--- config.mk ---
export PLATFORM = sky130hd
export DESIGN_NAME = mem_arbiter
export DESIGN_NICKNAME = d
export VERILOG_FILES = /design/src/rtl/mem_arbiter_pkg.sv /design/src/rtl/mem_arbiter_load_extend.sv /design/src/rtl/mem_arbiter.sv
export SDC_FILE = /design/constraint.sdc
export NUM_CORES = 1
export LEC_CHECK = 0
export ABC_AREA = 1
export CORE_MARGIN = 8
export CORE_UTILIZATION = 35
export CTS_CLUSTER_SIZE = 25
export DETAILED_ROUTE_END_ITERATION = 10
export MAX_ROUTING_LAYER = met4
export PLACE_DENSITY_LB_ADDON = 0.1
export SYNTH_ARGS = -nofsm -noshare
export SYNTH_HDL_FRONTEND = slang
export SYNTH_SLANG_ARGS = --single-unit
--- constraint.sdc ---
create_clock -name clk -period 5.65 [get_ports clk]
set_input_delay 1.13 -clock clk [delete_from_list [all_inputs] [get_ports clk]]
set_output_delay 1.13 -clock clk [all_outputs]
set_load 0.005 [all_outputs]
--- src/rtl/mem_arbiter_pkg.sv ---
// Shared encodings for the memory bus arbiter: access sizes, FSM states,
// requester tags and the IO-space address slice.
package mem_arbiter_pkg;

  localparam logic [1:0] SIZE_B = 2'b00;
  localparam logic [1:0] SIZE_H = 2'b01;
  localparam logic [1:0] SIZE_W = 2'b10;

  localparam logic [1:0] IO_HI_DEF = 2'b11;

  typedef enum logic [1:0] {
    ST_IDLE,
    ST_READ,
    ST_WRITE,
    ST_DONE
  } state_t;

  typedef enum logic [1:0] {
    REQ_IF,
    REQ_LD,
    REQ_ST
  } req_t;

  // Size code 11 is treated as a word access.
  function automatic logic [2:0] beat_count(input logic [1:0] size);
    case (size)
      SIZE_B:  return 3'd1;
      SIZE_H:  return 3'd2;
      default: return 3'd4;
    endcase
  endfunction

  function automatic logic [1:0] io_slice(input logic [31:0] addr);
    return addr[17:16];
  endfunction

endpackage

--- src/rtl/mem_arbiter_load_extend.sv ---
// Byte/half/word zero- or sign-extender for assembled load data.
module mem_load_extend
  import mem_arbiter_pkg::*;
(
  input  logic [31:0] raw,
  input  logic [1:0]  size,
  input  logic        sign,
  output logic [31:0] data
);

  always_comb begin
    data = raw;
    case (size)
      SIZE_B:  data = {{24{sign & raw[7]}}, raw[7:0]};
      SIZE_H:  data = {{16{sign & raw[15]}}, raw[15:0]};
      default: data = raw;
    endcase
  end

endmodule

--- src/rtl/mem_arbiter.sv ---
// Byte-wide RAM/IO bus sequencer shared by fetch, speculative load and
// committed store; splits accesses into byte beats and assembles reads.
module mem_arbiter
  import mem_arbiter_pkg::*;
#(
  parameter int         ADDR_W = 32,
  parameter int         DATA_W = 32,
  parameter logic [1:0] IO_HI  = IO_HI_DEF
) (
  input  logic              clk,
  input  logic              rst,
  input  logic              rdy,
  input  logic              clear,
  input  logic              if_valid,
  input  logic [ADDR_W-1:0] if_addr,
  output logic              if_done,
  output logic [DATA_W-1:0] if_data,
  input  logic              ld_valid,
  input  logic [ADDR_W-1:0] ld_addr,
  input  logic [1:0]        ld_size,
  input  logic              ld_signed,
  output logic              ld_done,
  output logic [DATA_W-1:0] ld_data,
  input  logic              st_valid,
  input  logic [ADDR_W-1:0] st_addr,
  input  logic [1:0]        st_size,
  input  logic [DATA_W-1:0] st_data,
  output logic              st_done,
  input  logic              uart_full,
  input  logic [7:0]        mem_din,
  output logic [7:0]        mem_dout,
  output logic [ADDR_W-1:0] mem_a,
  output logic              mem_wr
);

  state_t            state;
  req_t              req_q;
  logic [ADDR_W-1:0] addr_q, mem_a_q;
  logic [DATA_W-1:0] wdata_q, buf_q, rd_word, ld_ext, if_data_q, ld_data_q;
  logic [1:0]        size_q, lane, next_lane;
  logic              signed_q;
  logic [2:0]        cnt, n_q, cnt_inc;
  logic [7:0]        mem_dout_q;
  logic              wr_q, if_done_q, ld_done_q, st_done_q, io_stall;

  assign cnt_inc   = cnt + 3'd1;
  assign lane      = cnt[1:0] - 2'd1;
  assign next_lane = cnt[1:0] + 2'd1;

  // An IO write beat is simply held back while the UART buffer is full;
  // the registered beat stays presented and retries every cycle.
  assign io_stall = (io_slice(mem_a_q) == IO_HI) && uart_full;

  assign mem_a    = mem_a_q;
  assign mem_dout = mem_dout_q;
  assign mem_wr   = wr_q && rdy && !io_stall;
  assign if_done  = if_done_q && !clear;
  assign ld_done  = ld_done_q && !clear;
  assign st_done  = st_done_q;
  assign if_data  = if_data_q;
  assign ld_data  = ld_data_q;

  // Read cycle cnt (>=1) sees the byte addressed in the previous cycle.
  always_comb begin
    rd_word = buf_q;
    rd_word[{lane, 3'b000} +: 8] = mem_din;
  end

  mem_load_extend u_ext (
    .raw  (rd_word),
    .size (size_q),
    .sign (signed_q),
    .data (ld_ext)
  );

  always_ff @(posedge clk) begin
    if (rst) begin
      state      <= ST_IDLE;
      req_q      <= REQ_IF;
      addr_q     <= '0;
      wdata_q    <= '0;
      buf_q      <= '0;
      size_q     <= '0;
      signed_q   <= 1'b0;
      cnt        <= '0;
      n_q        <= '0;
      mem_a_q    <= '0;
      mem_dout_q <= '0;
      wr_q       <= 1'b0;
      if_done_q  <= 1'b0;
      ld_done_q  <= 1'b0;
      st_done_q  <= 1'b0;
      if_data_q  <= '0;
      ld_data_q  <= '0;
    end else if (rdy) begin
      case (state)
        ST_IDLE: begin
          cnt   <= '0;
          buf_q <= '0;
          if (st_valid) begin
            state      <= ST_WRITE;
            req_q      <= REQ_ST;
            addr_q     <= st_addr;
            size_q     <= st_size;
            signed_q   <= 1'b0;
            wdata_q    <= st_data;
            n_q        <= beat_count(st_size);
            mem_a_q    <= st_addr;
            mem_dout_q <= st_data[7:0];
            wr_q       <= 1'b1;
          end else if (!clear && ld_valid) begin
            state    <= ST_READ;
            req_q    <= REQ_LD;
            addr_q   <= ld_addr;
            size_q   <= ld_size;
            signed_q <= ld_signed;
            n_q      <= beat_count(ld_size);
            mem_a_q  <= ld_addr;
          end else if (!clear && if_valid) begin
            state    <= ST_READ;
            req_q    <= REQ_IF;
            addr_q   <= if_addr;
            size_q   <= SIZE_W;
            signed_q <= 1'b0;
            n_q      <= 3'd4;
            mem_a_q  <= if_addr;
          end
        end

        ST_READ: begin
          if (clear) begin
            state   <= ST_IDLE;
            cnt     <= '0;
            mem_a_q <= '0;
          end else begin
            if (cnt != 3'd0) buf_q <= rd_word;
            if (cnt == n_q) begin
              state   <= ST_DONE;
              cnt     <= '0;
              mem_a_q <= '0;
              if (req_q == REQ_LD) begin
                ld_done_q <= 1'b1;
                ld_data_q <= ld_ext;
              end else begin
                if_done_q <= 1'b1;
                if_data_q <= rd_word;
              end
            end else begin
              cnt     <= cnt_inc;
              mem_a_q <= (cnt_inc < n_q) ? addr_q + ADDR_W'(cnt_inc) : '0;
            end
          end
        end

        ST_WRITE: begin
          if (!io_stall) begin
            if (cnt_inc == n_q) begin
              state      <= ST_DONE;
              cnt        <= '0;
              mem_a_q    <= '0;
              mem_dout_q <= '0;
              wr_q       <= 1'b0;
              st_done_q  <= 1'b1;
            end else begin
              cnt        <= cnt_inc;
              mem_a_q    <= addr_q + ADDR_W'(cnt_inc);
              mem_dout_q <= wdata_q[{next_lane, 3'b000} +: 8];
            end
          end
        end

        ST_DONE: begin
          state     <= ST_IDLE;
          if_done_q <= 1'b0;
          ld_done_q <= 1'b0;
          st_done_q <= 1'b0;
        end

        default: state <= ST_IDLE;
      endcase
    end
  end

endmodule

# Yosys cells after proc, flatten, opt, wreduce, memory -nomap -nowiden

Cells that the tools add are included.

$add $sub $neg: 5
Order comparisons: 1
Equality and inequality tests: 20
Shifts and indexed selects: 3
Multiplexer cells: 60
Bitwise operators: 4
Reductions and logical operators: 33

Operators with widths:

| cell                     | number |
|---|---|
| $mux W32                 | 10 |
| $pmux W32 S2             | 2 |
| $pmux W32 S3             | 1 |
| $add A32 B3 Y32          | 1 |
| $bwmux W32               | 1 |
| $shift A8 B7 Y32 const A | 1 |
| $shiftx A32 B6 Y8        | 1 |
| $shiftx A8 B7 Y32        | 1 |
| $reduce_and A5 Y1        | 6 |
| $mux W2                  | 13 |
| $mux W8                  | 3 |
| $mux W3                  | 7 |
| $ne A2 B2 Y1 const B     | 8 |
| $pmux W8 S2              | 1 |
| $reduce_and A4 Y1        | 4 |
| $mux W1                  | 14 |
| $pmux W3 S2              | 2 |
| $eq A2 B1 Y1 const B     | 5 |
| $pmux W3 S3              | 1 |
| $reduce_and A3 Y1        | 3 |
| $reduce_bool A3 Y1       | 3 |
| $logic_not A2 Y1         | 4 |
| $pmux W1 S2              | 4 |
| $pmux W2 S4              | 1 |
| other kinds (14)         | 29 |

Bits in registers: 217
Input bits: 149
Logic and storage cells: 143

# Longest topological paths before layout

Gate-level depths: netlist (run 1).

Word-level depth: 7
Gate-level depth with buffers: 17

# By module

Synthesis (run 1) repeated with hierarchy kept, for this count alone.

Cells, all modules: 1672
Area, all modules: 11146.9 µm²

By module, submodules not included:

| module          | instances | cells an instance | area an instance (µm²) | sequential area each (µm²) |
|---|---|---|---|---|
| mem_arbiter     | 1         | 1600              | 10724.0                | 4344.2 |
| mem_load_extend | 1         | 72                | 422.9                  | 0.0 |

# Least setup slack after synthesis (run 1)

OpenSTA, ideal clock, no wires.

Kind: reg-to-reg
Start: register cnt[0]
End: register mem_a_q[11], in the netlist mem_a[11]
Library setup time: 0.132 ns
Arrival: 2.712 ns
Data required time: 5.518 ns
Path slack: 2.806 ns
Stages on the path, launching flop included: 15
Buffers on the path: 3
Period minus slack after synthesis: 2.844 ns
Path through: dfxtp_1 buf_4 inv_1 buf_2 buf_2 ha_1 ha_1 nand3_1 nand2_1 clkinv_1 o21bai_2 nand2_1 nand2_1 nand2_1 a21oi_1

Cells in the longest elaborated chain, start to end: 6
Elaborated cells on any way between the ends: 11
Classes of those cells: add/sub (2); order compare (1); eq/ne (2); mux (6)

RTL lines:

| what                                            | line                                   | text |
|---|---|---|
| from (decl)                                     | mem_arbiter.sv:42                      | `logic [2:0] cnt, n_q, cnt_inc;` |
| from (signal assigned)                          | mem_arbiter.sv:149                     | `cnt <= cnt_inc;` |
| from (signal assigned)                          | mem_arbiter.sv:165                     | `cnt <= cnt_inc;` |
| $add A3 B1 Y3                                   | mem_arbiter.sv:46                      | `assign cnt_inc = cnt + 3'd1;` |
| $add A32 B3 Y32 or $lt A3 B3 Y1 (tied branches) | mem_arbiter.sv:150, mem_arbiter.sv:166 |  |
| $mux W32                                        | mem_arbiter.sv:150                     | `mem_a_q <= (cnt_inc < n_q) ? addr_q + ADDR_W'(cnt_inc) : '0;` |
| $mux W32                                        | mem_arbiter.sv:137                     | `if (cnt == n_q) begin` |
| $mux W32                                        | mem_arbiter.sv:131                     | `if (clear) begin` |
| $pmux W32 S3 *                                  | mem_arbiter.sv:96                      | `case (state)` |
| to (signal assigned)                            | mem_arbiter.sv:108                     | `mem_a_q <= st_addr;` |
| to (signal assigned)                            | mem_arbiter.sv:126                     | `mem_a_q <= if_addr;` |
| to (signal assigned)                            | mem_arbiter.sv:150                     |  |
| to (decl)                                       | mem_arbiter.sv:38                      | `logic [ADDR_W-1:0] addr_q, mem_a_q;` |

Mark *: on every way between the ends. The rest lies on a longest branch, timed or not. The select of a mux whose other input is x is not followed.
A chain may end at the register's enable or synchronous reset.

# Worst setup path after layout (run 1)

Start: input port uart_full
End: output port mem_wr

Cells in the longest elaborated chain, start to end: 3

RTL lines:

| what                | line              | text |
|---|---|---|
| from (decl)         | mem_arbiter.sv:29 | `input logic uart_full,` |
| $logic_and A1 B1 Y1 | mem_arbiter.sv:52 | `assign io_stall = (io_slice(mem_a_q) == IO_HI) && uart_full;` |
| $logic_not A1 Y1    | --                |  |
| $logic_and A1 B1 Y1 | mem_arbiter.sv:56 | `assign mem_wr = wr_q && rdy && !io_stall;` |
| to (decl)           | mem_arbiter.sv:33 | `output logic mem_wr` |

Every way passes these cells.

==> summary.txt, run 1 <==
CP arrival: 2.48 ns
max-slew violations: 0
clock sink count: 217
Final Setup Violations: 0
crit-path max FO: 3
fin nets: 1968
Syn Area/Cell: 6.82 µm²
Final TNS setup: 0 ns
startpoint types: input pin
Syn. warnings: 0
Post-DRT Antenna Nets: 0
Clk Latency, worst-skew pair: 0.53 ns
Slew HR: 28.2%
Max Freq: 277 MHz
post-synthesis xor/xnor area fraction: 0.967%
Synth Area in Compound Gates: 22.5%
Layout area overhead: 33.0%
number of flops mapped to enable cells by yosys: 0
Lkg Pwr: 5.59 nW
post-CTS setup buffer count: 0
register area share after synthesis: 40.0%
initial antenna violation count: 3
I/O Pins: 257
maximum vdd drop: 0.202 mV
Post-Synthesis Cells: 1593
core area: 30600 µm²
Period minus WS final: 3.61 ns
final-layout fill cell count: 3122
hold crit path type: register to register
WL final: 36300 µm
Top delay family on crit path: buffers and inverters
Post-CTS Resized: 0
most frequent cells in the layout: 395 x nand2_1, 254 x clkdlybuf4s50_1, 220 x a21oi_1, 217 x dfxtp_1, 184 x inv_1
Worst path max stage delay: 0.46 ns
first-pass GRT wire length: 57400 µm
worst reg2reg setup slack: 2.12 ns
residual DRC count: 0
Distinct cells, synth: 42
Post-Synth Simple-Gate Area: 23.8%
Overflow after GRT: 0
Yosys top cell by area: dfxtp_1
Fin Clk Skew: 0.0120 ns
H-tree levels: 1
pin count of the biggest net entering global routing: 88
DR vias/cell: 4.92
DR WL/cell: 16.4 µm
syn_nets: 1760
final period utilization: 63.8%
worst setup path class: input pin to primary output
run status: finished clean
multiplexer share of the synthesized area: 0%
number of global-route vias before repair: 10600
power per standard cell area: 292 nW/µm²
asr flop ratio synth: 0%
Post-Syn Area: 10900 µm²
worst path required time: 4.52 ns
register bit count reported by yosys: 217
DRT iter0 DRCs: 726
row count: 64
RSZ-0062 raised after global routing: false
number of CTS-inserted buffers: 26
CTS Hold Bufs: 0
Global Route Usage Sum: 19.7%
DRT Pass-1 Iters: 7
die area: 37000 µm²
Starting Density: 35.5%
Worst Max-Slew Pin Slew: 1.08 ns
DR vias: 10900
CTS tree: yes
top cell type's share of synthesized area: 40.0%
number of max-cap violations: 0
Worst Setup End Kind: primary output
layout cells sized above 1: 5.39%
Die H: 192 µm
Post-Synth Adder-Cell Area: 2.14%
largest family of logic cells by synthesized area: simple AND/OR/NAND/NOR gates
Final Hold Violating Endpoints: 0
CP cell instances: clkdlybuf4s50_1 > nand3_1 > nand3_1 > inv_1 > clkdlybuf4s50_1
Detail Placement HPWL: 25900 µm
placer congestion estimate: 0.869
I/O Buffers: 256
CTS Root Cell: clkbuf_16
hold slack final: 0.444 ns
Synth Flop Type: dfxtp_1
WP buf/inv: 3
Slowest cell on crit path: clkdlybuf4s50_1
Clock Tree Buf Depth: 3
Clk pin slew, worst setup/hold paths: 0.06 ns
Synth area leaders: dfxtp_1 40%, nand2_1 14%, a21oi_1 10%
die width: 192 µm
commonest non-fill, non-tap cell in the layout: nand2_1
metrics by stage:
stage / cells / util, % / setup WS, ns / power [W] / area (µm²)
3_3_place_gp: 2169 / 44.4 / 1.99 / 0.00259 / 13600
6_report: 2218 / 47.3 / 2.04 / 0.00422 / 14500
4_1_cts: 2215 / 47.2 / 2.00 / 0.00427 / 14400
5_1_grt: 2218 / 47.3 / 1.77 / 0.00445 / 14500
2_1_floorplan: 1593 / - / 2.81 / 0.00223 / 10900
3_5_place_dp: 2169 / 44.4 / 2.00 / 0.00260 / 13600
worst min-delay path, stage by stage (launching register included):
cell	delay, ns
dfxtp_1	0.31
inv_1	0.04
a21oi_1	0.05
metal layers:
layer  track usage [%]  part of all wire, %  vias up
met5                 -                    0        -
met3              4.08                  6.7       47
met2              32.1                   47      290
met4              5.11                  1.9        0
met1              24.6                   45     4959
li1                  -                    -     5610
final cells by class:
class                   instances  area (µm²)  share of cell area (%)
flip-flops and latches        217        4340                    30.1
clock inverters                 7        68.8                   0.476
clock buffers                  39         791                    5.47
well taps                     396         495                    3.43
repair buffers                266        2630                    18.2
inverters                     196         737                    5.10
multi-input cells            1094        5380                    37.2
diodes                          3        7.51                  0.0519
flip-flops by register name (all words and copies together), names as in the netlist:
name and flops:
addr_q 32, buf_q 32, if_data 32, ld_data 32
mem_a 32, wdata_q 32, mem_dout 8, cnt 3
n_q 3, req_q 2, size_q 2, state 2
if_done_q 1, ld_done_q 1, signed_q 1, st_done 1
wr_q 1
logic make-up after synthesis:
| group | count (synthesis) |
|---|---|
| simple gates | 619 |
| flops | 217 |
| xor+xnor | 12 |
| fa+ha+maj | 18 |
| buf+inv | 282 |
| compound gates | 445 |
final timing paths:
path	depth (start not counted)	from	end
max	5	uart_full	mem_wr
min	2	if_data[9]	if_data[9]
max reg2reg	11	cnt[0]	mem_a[11]
min reg2reg	2	if_data[9]	if_data[9]
where the power goes:
| part | leakage, nW | switching (W) | internal [W] |
|---|---|---|---|
| clock network | 0.419 | 0.000658 | 0.00101 |
| logic | 3.41 | 0.000481 | 0.000351 |
| registers | 1.77 | 0.0000796 | 0.00164 |
cell usage after synthesis (2+ instances only):
cell type,number
buf_6,3
nand3b_1,2
nor2_1,108
inv_1,185
a211oi_1,6
nand4_4,2
o21ai_2,5
nor2_4,4
o21ai_0,160
inv_2,10
o21ai_1,4
xor2_1,12
o21bai_1,3
nand4_1,9
o22ai_1,16
o32ai_1,8
dfxtp_1,217
nand2_1,396
o221ai_1,8
buf_2,23
a211oi_2,9
nand2_2,4
a31oi_1,2
nor3_1,7
clkbuf_1,47
nor2_8,2
nand3_1,80
a21oi_1,220
buf_4,12
ha_1,17
Power figures use the tool's default switching activity.
==> inputs of run 2 (changes only) <==
Clock period 5.65 ns to 3.3 ns, I/O delays scaled along.
==> run 2 against run 1 <==
Against the previous run:
- critical path depth did not move
- setup slack got worse by 1.4 ns
- via count rose by 1.1%
- sequential cell count did not move
- non-clock buffer count rose by 17
- worst hold slack got worse by 0.0015 ns
- sequential share of layout area fell by 0.17 points
- routed wire length rose by 1.6%
- global-route usage rose by 0.30 points
- register-to-register slack got worse by 1.5 ns
- critical path type unchanged
- largest power group unchanged
==> summary.txt, run 2 (synthesis gave the netlist of run 1 again) <==
first-pass GRT wire length: 58500 µm
crit-path max FO: 3
DRT Pass-1 Iters: 5
Final Hold Violating Endpoints: 0
fin nets: 1985
Clk Latency, worst-skew pair: 0.53 ns
max-slew violations: 0
Starting Density: 35.5%
placer congestion estimate: 0.887
I/O Pins: 257
residual DRC count: 0
Overflow after GRT: 0
startpoint types: input pin
Final Setup Violations: 0
Global Route Usage Sum: 20.0%
Max Freq: 370 MHz
Clk pin slew, worst setup/hold paths: 0.06 ns
dpl cells: 2186
DRT iter0 DRCs: 675
hold crit path type: register to register
CTS Root Cell: clkbuf_16
maximum vdd drop: 0.382 mV
run status: finished clean
core area: 30600 µm²
clock sink count: 217
Period minus WS final: 2.70 ns
Lkg Pwr: 5.66 nW
die width: 192 µm
Die H: 192 µm
Slew HR: 35.5%
number of CTS-inserted buffers: 26
Worst Setup End Kind: primary output
H-tree levels: 1
power per standard cell area: 492 nW/µm²
DR vias/cell: 4.94
CTS tree: yes
fin cells: 2230
Placement Cell Area: 13700 µm²
Final TNS setup: 0 ns
Post-DRT Antenna Nets: 0
DR vias: 11000
CP arrival: 2.04 ns
worst setup path class: input pin to primary output
CTS Hold Bufs: 0
RSZ-0062 raised after global routing: false
layout cells sized above 1: 5.90%
final period utilization: 81.9%
number of max-cap violations: 0
WL final: 36900 µm
worst path required time: 2.64 ns
DR WL/cell: 16.5 µm
hold slack final: 0.442 ns
Fin Clk Skew: 0.00792 ns
commonest non-fill, non-tap cell in the layout: nand2_1
most frequent cells in the layout: 395 x nand2_1, 254 x clkdlybuf4s50_1, 220 x a21oi_1, 217 x dfxtp_1, 184 x inv_1
I/O Buffers: 256
Post-CTS Resized: 0
initial antenna violation count: 2
row count: 64
Layout area overhead: 33.8%
Worst Max-Slew Pin Slew: 0.968 ns
die area: 37000 µm²
number of global-route vias before repair: 10800
Detail Placement HPWL: 26800 µm
Clock Tree Buf Depth: 3
post-route cell area: 14500 µm²
pin count of the biggest net entering global routing: 76
post-CTS setup buffer count: 0
-- run 2: cell types whose count changed in the layout (fill, tap and decap cells not counted), sizes merged --
cell / change
clkinvlp: -2
diode: -1
clkinv: -1
buf: +17
clkbuf: -1
-- run 2: area by class of cell --
type,instances,area [µm²]
fillers,3135,16100
repair buffers,283,2780
flip-flops and latches,217,4340
inverters,196,737
diodes,2,5.00
clock buffers,38,736
clock inverters,4,56.3
multi-input cells,1094,5380
well taps,396,495
-- run 2: worst max-delay path, cell delays in order --
cell and delay [ns]:
clkdlybuf4s50_1 0.46, nand3_1 0.25, nand3_1 0.15, inv_1 0.07, clkdlybuf4s50_1 0.45
-- run 2: power breakdown --
| group | internal (W) | leakage, nW | switching [W] |
|---|---|---|---|
| clock network | 0.00160 | 0.387 | 0.00111 |
| registers | 0.00281 | 1.77 | 0.000140 |
| logic | 0.000627 | 3.50 | 0.000849 |
| total | 0.00505 | 5.66 | 0.00210 |
-- run 2: metrics by stage --
| stage | util (%) | worst slack [ns] | power [W] |
|---|---|---|---|
| after floorplan | - | 0.456 | 0.00381 |
| after global placement | 44.9 | 0.481 | 0.00449 |
| after detailed placement | 44.9 | 0.445 | 0.00449 |
| after CTS | 47.5 | 0.547 | 0.00724 |
| after global routing | 47.5 | 0.244 | 0.00752 |
| final | 47.5 | 0.598 | 0.00715 |
-- run 2: worst paths after layout --
| check | from | to | slack [ns] | cells after the start |
|---|---|---|---|---|
| max | uart_full | mem_wr | 0.60 | 5 |
| min reg2reg | if_data[5] | if_data[5] | 0.44 | 2 |
| min | if_data[5] | if_data[5] | 0.44 | 2 |
| max reg2reg | cnt[0] | mem_a[31] | 0.60 | 10 |
-- run 2: routing by layer --
metal  part of all wire, %  up-vias  global-route usage [%]  wire, µm
met5                     0        -                       -         0
met4                   1.7        0                    4.26       633
met3                   6.4       44                    3.99      2350
met2                    47      276                    32.8     17200
met1                    45     5058                    25.2     16700
li1                      -     5648                       -         -
